## src/rtl/bttn_pkg.sv

```systemverilog
// rtl/bttn_pkg.sv - shared widths, FSM encoding and field indices for the bttn operand front end
package bttn_pkg;

  localparam int W_A   = 4;
  localparam int W_B   = 4;
  localparam int W_OP  = 3;
  localparam int W_SEL = 2;

  localparam logic [2:0] S_A      = 3'd0;
  localparam logic [2:0] S_B      = 3'd1;
  localparam logic [2:0] S_OP     = 3'd2;
  localparam logic [2:0] S_SEL    = 3'd3;
  localparam logic [2:0] S_COMMIT = 3'd4;

  localparam logic [1:0] FIELD_A   = 2'd0;
  localparam logic [1:0] FIELD_B   = 2'd1;
  localparam logic [1:0] FIELD_OP  = 2'd2;
  localparam logic [1:0] FIELD_SEL = 2'd3;

  // The commit state keeps showing the select field.
  function automatic logic [1:0] state_to_field(input logic [2:0] s);
    case (s)
      S_A:     return FIELD_A;
      S_B:     return FIELD_B;
      S_OP:    return FIELD_OP;
      default: return FIELD_SEL;
    endcase
  endfunction

endpackage

```

## src/rtl/btn_debounce.sv

```systemverilog
// rtl/btn_debounce.sv - synchronise, normalise and debounce one raw button; one-cycle press pulse
module btn_debounce #(
  parameter int DEBOUNCE_CYCLES = 250000,
  parameter bit ACTIVE_LOW      = 1'b1
) (
  input  logic clk,
  input  logic rst,
  input  logic raw,
  output logic pressed,
  output logic press_pulse
);

  localparam int             CW       = $clog2(DEBOUNCE_CYCLES) + 1;
  localparam logic [CW-1:0]  CNT_LAST = CW'(DEBOUNCE_CYCLES - 1);
  localparam logic           IDLE_LVL = ACTIVE_LOW;

  logic          r_meta;
  logic          r_sync;
  logic          r_stable;
  logic          r_stable_d;
  logic          r_pulse;
  logic [CW-1:0] r_cnt;
  logic          w_level;

  // Sync flops start at the released raw level so reset never looks like a press.
  always_ff @(posedge clk or posedge rst) begin
    if (rst) begin
      r_meta <= IDLE_LVL;
      r_sync <= IDLE_LVL;
    end else begin
      r_meta <= raw;
      r_sync <= r_meta;
    end
  end

  assign w_level = ACTIVE_LOW ? ~r_sync : r_sync;

  always_ff @(posedge clk or posedge rst) begin
    if (rst) begin
      r_cnt    <= '0;
      r_stable <= 1'b0;
    end else if (w_level == r_stable) begin
      r_cnt <= '0;
    end else if (r_cnt == CNT_LAST) begin
      r_stable <= w_level;
      r_cnt    <= '0;
    end else begin
      r_cnt <= r_cnt + 1'b1;
    end
  end

  always_ff @(posedge clk or posedge rst) begin
    if (rst) begin
      r_stable_d <= 1'b0;
      r_pulse    <= 1'b0;
    end else begin
      r_stable_d <= r_stable;
      r_pulse    <= r_stable & ~r_stable_d;
    end
  end

  assign pressed     = r_stable;
  assign press_pulse = r_pulse;

endmodule

```

## src/rtl/bttn_operand_entry.sv

```systemverilog
// rtl/bttn_operand_entry.sv - two-button operand entry: shadow edit of A/B/opCodeA/select, atomic commit
module bttn_operand_entry import bttn_pkg::*; #(
  parameter int DEBOUNCE_CYCLES = 250000,
  parameter bit BTN_ACTIVE_LOW  = 1'b1
) (
  input  logic             clk,
  input  logic             rst,
  input  logic             btn_inc,
  input  logic             btn_next,
  output logic [W_A-1:0]   A,
  output logic [W_B-1:0]   B,
  output logic [W_OP-1:0]  opCodeA,
  output logic [W_SEL-1:0] select,
  output logic [1:0]       field,
  output logic             commit
);

  logic             r_rst_meta;
  logic             r_rst_sync;
  logic             w_inc_pulse;
  logic             w_next_pulse;
  logic             w_inc_en;
  logic [2:0]       r_state;
  logic [2:0]       w_state_nxt;
  logic [W_A-1:0]   r_sh_a;
  logic [W_B-1:0]   r_sh_b;
  logic [W_OP-1:0]  r_sh_op;
  logic [W_SEL-1:0] r_sh_sel;
  logic [W_A-1:0]   r_a;
  logic [W_B-1:0]   r_b;
  logic [W_OP-1:0]  r_op;
  logic [W_SEL-1:0] r_sel;
  logic             r_commit;

  // Reset asserts immediately but releases on a clock edge.
  always_ff @(posedge clk or posedge rst) begin
    if (rst) begin
      r_rst_meta <= 1'b1;
      r_rst_sync <= 1'b1;
    end else begin
      r_rst_meta <= 1'b0;
      r_rst_sync <= r_rst_meta;
    end
  end

  btn_debounce #(.DEBOUNCE_CYCLES(DEBOUNCE_CYCLES), .ACTIVE_LOW(BTN_ACTIVE_LOW)) u_db_inc (
    .clk         (clk),
    .rst         (r_rst_sync),
    .raw         (btn_inc),
    .pressed     (),
    .press_pulse (w_inc_pulse)
  );

  btn_debounce #(.DEBOUNCE_CYCLES(DEBOUNCE_CYCLES), .ACTIVE_LOW(BTN_ACTIVE_LOW)) u_db_next (
    .clk         (clk),
    .rst         (r_rst_sync),
    .raw         (btn_next),
    .pressed     (),
    .press_pulse (w_next_pulse)
  );

  always_ff @(posedge clk or posedge r_rst_sync) begin
    if (r_rst_sync) r_state <= S_A;
    else            r_state <= w_state_nxt;
  end

  always_comb begin
    w_state_nxt = r_state;
    case (r_state)
      S_A:      if (w_next_pulse) w_state_nxt = S_B;
      S_B:      if (w_next_pulse) w_state_nxt = S_OP;
      S_OP:     if (w_next_pulse) w_state_nxt = S_SEL;
      S_SEL:    if (w_next_pulse) w_state_nxt = S_COMMIT;
      S_COMMIT: w_state_nxt = S_A;
      default:  w_state_nxt = S_A;
    endcase
  end

  // next beats inc in the same cycle; anything landing in S_COMMIT is dropped.
  always_comb begin
    field    = state_to_field(r_state);
    w_inc_en = w_inc_pulse & ~w_next_pulse & (r_state != S_COMMIT);
  end

  always_ff @(posedge clk or posedge r_rst_sync) begin
    if (r_rst_sync) begin
      r_sh_a   <= '0;
      r_sh_b   <= '0;
      r_sh_op  <= '0;
      r_sh_sel <= '0;
    end else if (w_inc_en) begin
      case (r_state)
        S_A:     r_sh_a   <= r_sh_a + 1'b1;
        S_B:     r_sh_b   <= r_sh_b + 1'b1;
        S_OP:    r_sh_op  <= r_sh_op + 1'b1;
        S_SEL:   r_sh_sel <= r_sh_sel + 1'b1;
        default: ;
      endcase
    end
  end

  always_ff @(posedge clk or posedge r_rst_sync) begin
    if (r_rst_sync) begin
      r_a      <= '0;
      r_b      <= '0;
      r_op     <= '0;
      r_sel    <= '0;
      r_commit <= 1'b0;
    end else begin
      r_commit <= (r_state == S_COMMIT);
      if (r_state == S_COMMIT) begin
        r_a   <= r_sh_a;
        r_b   <= r_sh_b;
        r_op  <= r_sh_op;
        r_sel <= r_sh_sel;
      end
    end
  end

  assign A       = r_a;
  assign B       = r_b;
  assign opCodeA = r_op;
  assign select  = r_sel;
  assign commit  = r_commit;

endmodule
```

## config.mk

```make
export PLATFORM = sky130hd
export DESIGN_NAME = bttn_operand_entry
export DESIGN_NICKNAME = d
export VERILOG_FILES = /design/src/rtl/bttn_pkg.sv /design/src/rtl/btn_debounce.sv /design/src/rtl/bttn_operand_entry.sv
export SDC_FILE = /design/constraint.sdc
export NUM_CORES = 1
export LEC_CHECK = 0
export BUFFER_PORTS_ARGS = -buffer_cell sky130_fd_sc_hd__buf_2
export CORE_MARGIN = 4
export CORE_UTILIZATION = 33
export DETAILED_ROUTE_END_ITERATION = 6
export MAX_ROUTING_LAYER = met4
export PLACE_DENSITY_LB_ADDON = 0.05
export REMOVE_ABC_BUFFERS = 1
export SLEW_MARGIN = 10
export SYNTH_ARGS = -nofsm -noshare
export SYNTH_HDL_FRONTEND = slang
export SYNTH_SLANG_ARGS = --single-unit
```

## constraint.sdc

```tcl
create_clock -name clk -period 3.05 [get_ports clk]
set_clock_uncertainty 0.05 [all_clocks]
set_input_delay 0.1525 -clock clk [delete_from_list [all_inputs] [get_ports clk]]
set_output_delay 0.1525 -clock clk [all_outputs]
set_load 0.02 [all_outputs]
```

* Word-level counts from Yosys, hierarchy flattened
Cells that the tools add are included.
** Word-level totals
- Register bits after elaboration :: 80
- Bits of input ports :: 4
- Logic and storage cells :: 72
** Cells by class
- Add/sub/neg operators :: 6
- Eq/ne operators :: 13
- Mux-type cells :: 10
- Bitwise operators :: 11
- Reduce and logical (&&, ||, !) cells :: 8
** Operators with widths (number)
- $mux 19 :: 4
- $add 19x1->19 const B :: 2
- $eq 19x18->1 const B :: 2
- $mux 3 :: 4
- $pmux 3 s4 :: 1
- $reduce_and 2->1 :: 6
- $add 4x1->4 const B :: 2
- $ne 2x1->1 const B :: 4
- $not 1->1 :: 7
- $eq 3x2->1 const B :: 2
- $pmux 2 s3 :: 1
- $and 1x1->1 :: 4
- $reduce_and 4->1 :: 1
- $add 3x1->3 const B :: 1
- $eq 3x1->1 const B :: 1
- $eq 3x3->1 const B :: 1
- $logic_not 3->1 :: 1
- $ne 3x3->1 const B :: 1
- $add 2x1->2 const B :: 1
- $eq 1x1->1 :: 2

* Depth between registers and ports, before layout
Gate-level depths: netlist of run 1.
- Word-level depth :: 4
- Depth in mapped cells :: 7
- Depth with buffers taken out :: 5

* By module
From an unflattened synthesis of run 1, not the netlist that was laid out.
** Unflattened totals
- Cell total of the unflattened synthesis :: 307
- Area total of the unflattened synthesis :: 3585.9 sq um
** Modules (own cells, without submodules)
- bttn_operand_entry :: times used 1, cells an instance 91, area each 1303.8 sq um
- btn_debounce at u_db_next :: times used 1, cells an instance 109, area each 1171.1 sq um
- btn_debounce at u_db_inc :: times used 1, cells an instance 107, area each 1111.1 sq um

* Least setup slack after synthesis of run 1
No wires, ideal clock.
- Kind :: register to register
- Start point :: reg u_db_next.r_cnt[11]
- End point :: reg u_db_next.r_cnt[11]
- Arrival time :: 1.919 ns
- Data required time :: 2.881 ns
- Slack :: 0.962 ns
- Cell stages (with the launch flop) :: 7
- Path buffers :: 2
- Cell sequence :: dfrtp_1 > buf_6 > or4b_1 > or4_4 > o21ai_4 > buf_6 > nor2_1
** Between the ends
- Word-level cells in the longest chain between the ends :: 3
- Elaborated cells between the ends (all ways) :: 4
- Those cells by class :: add/sub: 1; eq/ne: 1; mux: 2
** Ends and longest elaborated chain
- from (decl) :: line btn_debounce.sv:22 : logic [CW-1:0] r_cnt;
- from (signal assigned) :: line btn_debounce.sv:48 : r_cnt <= r_cnt + 1'b1;
- $add 19x1->19 or $eq 19x18->1 (tied branches) :: line btn_debounce.sv:48, btn_debounce.sv:44
- $mux 19 * :: line btn_debounce.sv:44 : end else if (r_cnt == CNT_LAST) begin
- $mux 19 * :: line btn_debounce.sv:42 : end else if (w_level == r_stable) begin
Mark *: on every way between the ends. The rest lies on a longest branch, timed or not.
A chain may end at the register's enable or synchronous reset.

* Final worst setup path of run 1
- Start point :: reg u_db_next.r_cnt[10]
- End point :: reg u_db_next.r_cnt[18]
Same word-level chain as after synthesis.

==> results.sh, run 1 <==
export IMPL_core_um2=10300
export IMPL_synth_simple_area_share_pct=18.2
export IMPL_drive_gt1_share_pct=20.8
export IMPL_slowest_stage="or4_4"
export IMPL_grt_pass1_wl_um=11100
export IMPL_yosysWarnings=0
export IMPL_gr_usage_all_layers_pct=11.3
export IMPL_post_cts_resized=0
export IMPL_wl_per_cell_um=13.0
export IMPL_initial_core_util_pct=33.8
export IMPL_hold_path_class="reg2async"
export IMPL_fin_setup_tns_ns=0
export IMPL_synth_edf_count=0
export IMPL_period_share_pct=77.1
export IMPL_worstPathMaxFanout=19
export IMPL_synthTopCellsByArea="dfrtp_1 53%, xnor2_1 8.3%, mux2_2 5.5%"
export IMPL_synth_xor_area_share_pct=11.1
export IMPL_dieArea_um2=12200
export IMPL_antenna_found_initial=0
export IMPL_synth_largest_area_cell="dfrtp_1"
export IMPL_die_h_um=111
export IMPL_cts_tree="built"
export IMPL_yosysTopAreaCellShare_pct=53.3
export IMPL_cts_hold_buf=3
export IMPL_cp_required_ns=3.23
export IMPL_synth_common_cells="74 x dfrtp_1, 46 x nor2_1, 33 x xnor2_1"
export IMPL_setup_violations=0
export IMPL_timing_rr_start="u_db_next.r_cnt[10]"
export IMPL_dp_hpwl_um=4070
export IMPL_clk_pin_slew_worst_paths_ns=0.08
export IMPL_numPortBuffers=19
export IMPL_cts_buffers=9
export IMPL_tightest_slew_ns=0.742
export IMPL_rrSetupSlack_ns=0.70
export IMPL_setup_worst_path_start_class="flop"
export IMPL_die_w_um=111
export IMPL_synth_cell_types=35
export IMPL_r2r_end="u_db_next.r_cnt[18]"
export IMPL_drt_total_wl_um=6150
export IMPL_drtIter0Drc=93
export IMPL_overflow=0
export IMPL_slew_headroom_pct=50.4
export IMPL_cts_root_buf="clkbuf_8"
export IMPL_pin_count=20
export IMPL_hold_violations=0
export IMPL_syn_area_um2=3470
export IMPL_synth_top_family_by_area="simple AND/OR/NAND/NOR gates"
export IMPL_synth_seq_area_share_pct=57.9
export IMPL_nets=340
export IMPL_synth_avg_cell_area_um2=11.5
export IMPL_rows=37
export IMPL_ys_ff_latch=80
export IMPL_p_leak_nw=1.78
export IMPL_synth_most_common_cell="dfrtp_1"
export IMPL_synth_compound_area_share_pct=2.45
export IMPL_worst_setup_path_end_kind="flop"
export IMPL_htreeDepth=3
export IMPL_outcome="completed"
export IMPL_r2r_cells=4
export IMPL_grt_pass1_vias=2296
export IMPL_remaining_drc_errors=0
export IMPL_rsz0062_at_grt="no"
export IMPL_postSynthCellCount=303
export IMPL_clock_fmax_ghz=0.425
export IMPL_maxCapViolCount=0
export IMPL_dr_pass1_iters=4
export IMPL_path_cells="or4b_1 > or4_4 > o21ai_4 > o21ba_2"
export IMPL_period_minus_slack_ns=2.35
export IMPL_gp_congestion=0.722
export IMPL_critPathMaxStageDelay_ns=0.56
export IMPL_cts_setup_buffers=0
export IMPL_ant_nets=0
export IMPL_final_cells=472
export IMPL_clk_path_buf_depth=2
export IMPL_drv_slew=0
export IMPL_clkLatencyLatePin_ns=0.34
export IMPL_async_flop_share_pct=100
export IMPL_area_growth_syn_to_layout_pct=15.8
export IMPL_cp_arrival_ns=2.54
export IMPL_critical_path_class="reg2reg"
export IMPL_peakVddDrop_mv=0.215
export IMPL_synthMuxAreaShare_pct=5.80
export IMPL_p_per_area_nw_per_um2=522
export IMPL_synth_ff_type="dfrtp_1"
export IMPL_clock_sinks=80
export IMPL_synth_fa_ha_area_share_pct=1.80
export IMPL_dp_cells=453
export IMPL_num_vias=2202
export IMPL_antenna_cells=0
export IMPL_viasPerCell=4.67
export IMPL_grt_max_degree=41
-- power by group --
part           internal, mW  switching, mW  total, mW  leakage (nW)
combinational        0.0147         0.0355     0.0502         0.564
sequential             1.07        0.00859       1.08          1.09
clock                 0.587          0.380      0.967         0.126
-- layer usage --
metal	routed length, um	up-vias	global-route usage [%]
met1	3120	1076	14.9
met5	0	-	-
met4	100	0	5.42
met3	181	9	2.68
li1	-	1092	-
met2	2740	25	16.5
-- worst max-delay path: cells and delay by family, from the launching register on --
kind,cells,cell delay [ns]
flops,1,0.43
simple gates,2,1.10
compound gates,2,0.67
-- through the flow --
step | util [%] | area [um2] | power (mW) | setup WS (ns) | hold WS, ns
floorplan | - | 3420 | 1.13 | 0.672 | 0.0140
global placement | 36.4 | 3740 | 1.15 | 0.708 | 0.124
detailed placement | 36.4 | 3740 | 1.15 | 0.689 | 0.138
CTS | 39.1 | 4020 | 2.15 | 0.675 | 0.290
global route | 39.1 | 4020 | 2.20 | 0.551 | 0.312
finish | 39.1 | 4020 | 2.10 | 0.699 | 0.307
-- final cells by class --
type | instances | area, um2
clock buffer | 11 | 151
clock inverter | 5 | 103
fill | 1025 | 6260
inverter | 12 | 46.3
multi-input combinational | 202 | 1370
sequential | 80 | 2010
tap | 136 | 170
timing repair buffer | 26 | 168
-- worst max-delay path by stage --
stage / startpoint / to / cells after the start
global placement: u_db_next.r_cnt[11] / u_db_next.r_cnt[18] / 4
global route: u_db_inc.r_cnt[0] / u_db_inc.r_cnt[18] / 5
detailed placement: u_db_next.r_cnt[11] / u_db_next.r_cnt[18] / 4
floorplan: r_rst_sync / A[0] / 1
finish: u_db_next.r_cnt[10] / u_db_next.r_cnt[18] / 4
CTS: u_db_next.r_cnt[10] / u_db_next.r_cnt[18] / 4
-- logic make-up after synthesis --
| family | count (synthesis) |
|---|---|
| multiplexers | 18 |
| other | 1 |
| AND/OR/NAND/NOR | 123 |
| flip-flops | 80 |
| AO/OA/AOI/OAI | 11 |
| adder cells (fa/ha/maj) | 5 |
| XOR/XNOR | 44 |
| buffers and inverters | 21 |
-- registers in the layout (all words and copies together) (netlist names), 2 cells and up --
name / cells
A: 4
B: 4
opCodeA: 3
r_sh_a: 4
r_sh_b: 4
r_sh_op: 3
r_sh_sel: 2
r_state: 3
select: 2
u_db_inc.r_cnt: 19
u_db_next.r_cnt: 19
-- cell usage in the layout (no fill, tap or decap), types with 2 or more instances in the layout --
| cell | netlist | layout |
|---|---|---|
| o21ai_0 | 3 | 3 |
| nor4_1 | 10 | 10 |
| and4_1 | 2 | 2 |
| nand3_1 | 10 | 10 |
| bufinv_16 | 0 | 3 |
| or4_1 | 3 | 3 |
| dlygate4sd3_1 | 0 | 3 |
| clkbuf_8 | 0 | 11 |
| xor2_1 | 11 | 11 |
| mux2_2 | 17 | 17 |
| dfrtp_1 | 74 | 74 |
| ha_1 | 5 | 5 |
| nand2_1 | 13 | 13 |
| or2_2 | 2 | 2 |
| or3_1 | 3 | 3 |
| xnor2_1 | 33 | 33 |
| buf_2 | 0 | 19 |
| nor3b_1 | 5 | 4 |
| clkinv_2 | 0 | 2 |
| nor2_1 | 46 | 46 |
| a21oi_1 | 2 | 2 |
| buf_4 | 0 | 3 |
| inv_1 | 12 | 11 |
| nor3_1 | 9 | 9 |
| dfstp_2 | 6 | 6 |
| nand4_1 | 14 | 14 |
| or4b_1 | 2 | 2 |
Note: power is estimated with default switching activity, not from simulation.
==> run 2, diff against run 1 <==
==> constraint.sdc (replaced) <==
create_clock -name clk -period 2.06 [get_ports clk]
set_clock_uncertainty 0.05 [all_clocks]
set_input_delay 0.103 -clock clk [delete_from_list [all_inputs] [get_ports clk]]
set_output_delay 0.103 -clock clk [all_outputs]
set_load 0.02 [all_outputs]
==> run 2 against run 1 <==
  * Critical endpoint is now u_db_next.r_cnt[8]
  * Critical path depth is 1 higher
  * Via count is 4.2% higher
  * Fmax is 15% higher
  * Sequential power is 48% higher
  * Largest cell class unchanged
  * Routed wire length is 2.6% higher
==> results.sh, run 2 (synthesis results as in run 1) <==
export IMPL_period_share_pct=99.4
export IMPL_clk_pin_slew_worst_paths_ns=0.09
export IMPL_nets=374
export IMPL_r2r_end="u_db_next.r_cnt[8]"
export IMPL_overflow=0
export IMPL_grt_max_degree=55
export IMPL_pin_count=20
export IMPL_drive_gt1_share_pct=29.7
export IMPL_htreeDepth=3
export IMPL_die_h_um=111
export IMPL_dp_hpwl_um=4370
export IMPL_endpoint="u_db_next.r_cnt[8]"
export IMPL_die_w_um=111
export IMPL_hold_violations=0
export IMPL_place_ws_ns=-0.0171
export IMPL_initial_core_util_pct=33.8
export IMPL_p_per_area_nw_per_um2=678
export IMPL_rows=37
export IMPL_dr_wl_met3_um=183
export IMPL_gp_congestion=0.723
export IMPL_dr_pass1_iters=4
export IMPL_fin_area_um2=4280
export IMPL_r2r_cells=5
export IMPL_hold_path_class="reg2async"
export IMPL_clk_path_buf_depth=2
export IMPL_finish_utilization_pct=41.6
export IMPL_setup_worst_path_start_class="flop"
export IMPL_clock_fmax_ghz=0.489
export IMPL_period_minus_slack_ns=2.05
export IMPL_routed_top_layer="met4"
export IMPL_numPortBuffers=19
export IMPL_grt_pass1_wl_um=11200
export IMPL_setup_violations=0
export IMPL_top_regs="u_db_inc.r_cnt: 19 flops, u_db_next.r_cnt: 19 flops"
export IMPL_wl_per_cell_um=12.5
export IMPL_drv_slew=0
export IMPL_grt_pass1_vias=2305
export IMPL_gr_usage_all_layers_pct=11.3
export IMPL_dieArea_um2=12200
export IMPL_cp_required_ns=2.24
export IMPL_p_total_mw=2.90
export IMPL_num_vias=2294
export IMPL_fillCellCount=1030
export IMPL_cts_buffers=9
export IMPL_worstPathMaxFanout=8
export IMPL_place_area_um2=3980
export IMPL_antenna_found_initial=0
export IMPL_rrSetupSlack_ns=0.01
export IMPL_met1_length_um=3270
export IMPL_cts_tree="built"
export IMPL_ant_nets=0
export IMPL_maxCapViolCount=0
export IMPL_rsz0062_at_grt="yes"
export IMPL_final_common_cell="dfrtp_1"
export IMPL_peakVddDrop_mv=0.317
export IMPL_layout_common_cells="74 x dfrtp_1, 42 x nor2_1, 35 x buf_4"
export IMPL_drt_total_wl_um=6300
export IMPL_worst_setup_path_end_kind="flop"
export IMPL_clkLatencyLatePin_ns=0.34
export IMPL_critical_path_class="reg2reg"
export IMPL_core_um2=10300
export IMPL_drtIter0Drc=76
export IMPL_crit_start="u_db_next.r_cnt[8]"
export IMPL_p_leak_nw=1.94
export IMPL_cts_root_buf="clkbuf_8"
export IMPL_remaining_drc_errors=0
export IMPL_antenna_cells=0
export IMPL_met2_length_um=2760
export IMPL_clock_sinks=80
export IMPL_timing_rr_start="u_db_next.r_cnt[8]"
export IMPL_cp_arrival_ns=2.23
export IMPL_outcome="completed"
export IMPL_post_route_worst_setup_slack_ns=0.0131
export IMPL_area_growth_syn_to_layout_pct=23.2
export IMPL_holdWs_ns=0.0540
export IMPL_viasPerCell=4.53
## run 2: cell types whose count changed in the layout (fill, tap and decap cells not counted), moves of 2 or more
cell / previous run / this run
bufinv_16: 3 / 1
nor2_1: 46 / 42
nor2_2: 0 / 4
nor4_1: 10 / 8
clkinv_4: 0 / 3
buf_4: 3 / 35
nor4_2: 0 / 2
## run 2: worst max-delay path, stage by stage, from the launching register on
cell	delay, ns
dfrtp_1	0.38
or4b_1	0.53
or4_4	0.55
o21ai_4	0.21
buf_6	0.17
nor2_1	0.05
## run 2: repair_timing
action,in CTS,in global routing
hold endpoints to repair,4,0
pin swaps,3,4
resized for setup,1,7
cloned,0,0
endpoints found under the setup margin,8,21
hold buffers,3,0
buffers inserted,2,1
## run 2: stage by stage
stage / TNS, ns / std cells
global route: -0.504 / 506
floorplan: -24.36 / 294
finish: 0 / 506
global placement: -0.0123 / 484
CTS: 0 / 505
detailed placement: -0.0986 / 484
## run 2: power by group
group          internal [mW]  switching (mW)  total, mW
Combinational         0.0340          0.0558     0.0898
Sequential              1.59          0.0118       1.60
Clock                  0.612           0.596       1.21
## run 2: worst min path at each step
stage                            end  cells past startpoint  slack (ns)
after floorplan           r_rst_meta                      1       -0.04
after global placement          B[3]                      1        0.05
after detailed placement        B[3]                      1        0.05
after CTS                       B[3]                      1        0.06
after global routing            B[3]                      1        0.06
final                           B[3]                      1        0.05
## run 2: metal layers
layer	GRT usage, %	up-vias
met5	-	-
li1	-	1160
met1	15.8	1100
met2	16.0	27
met3	2.41	7
met4	4.43	0
## run 2: area by class of cell
cell class / count / area [um2] / area share (%)
inverter: 12 / 46.3 / 1.08
sequential: 80 / 2010 / 47.0
clock buffer: 10 / 138 / 3.22
tap: 136 / 170 / 3.98
timing repair buffer: 60 / 439 / 10.3
multi-input combinational: 202 / 1400 / 32.7
clock inverter: 6 / 76.3 / 1.78
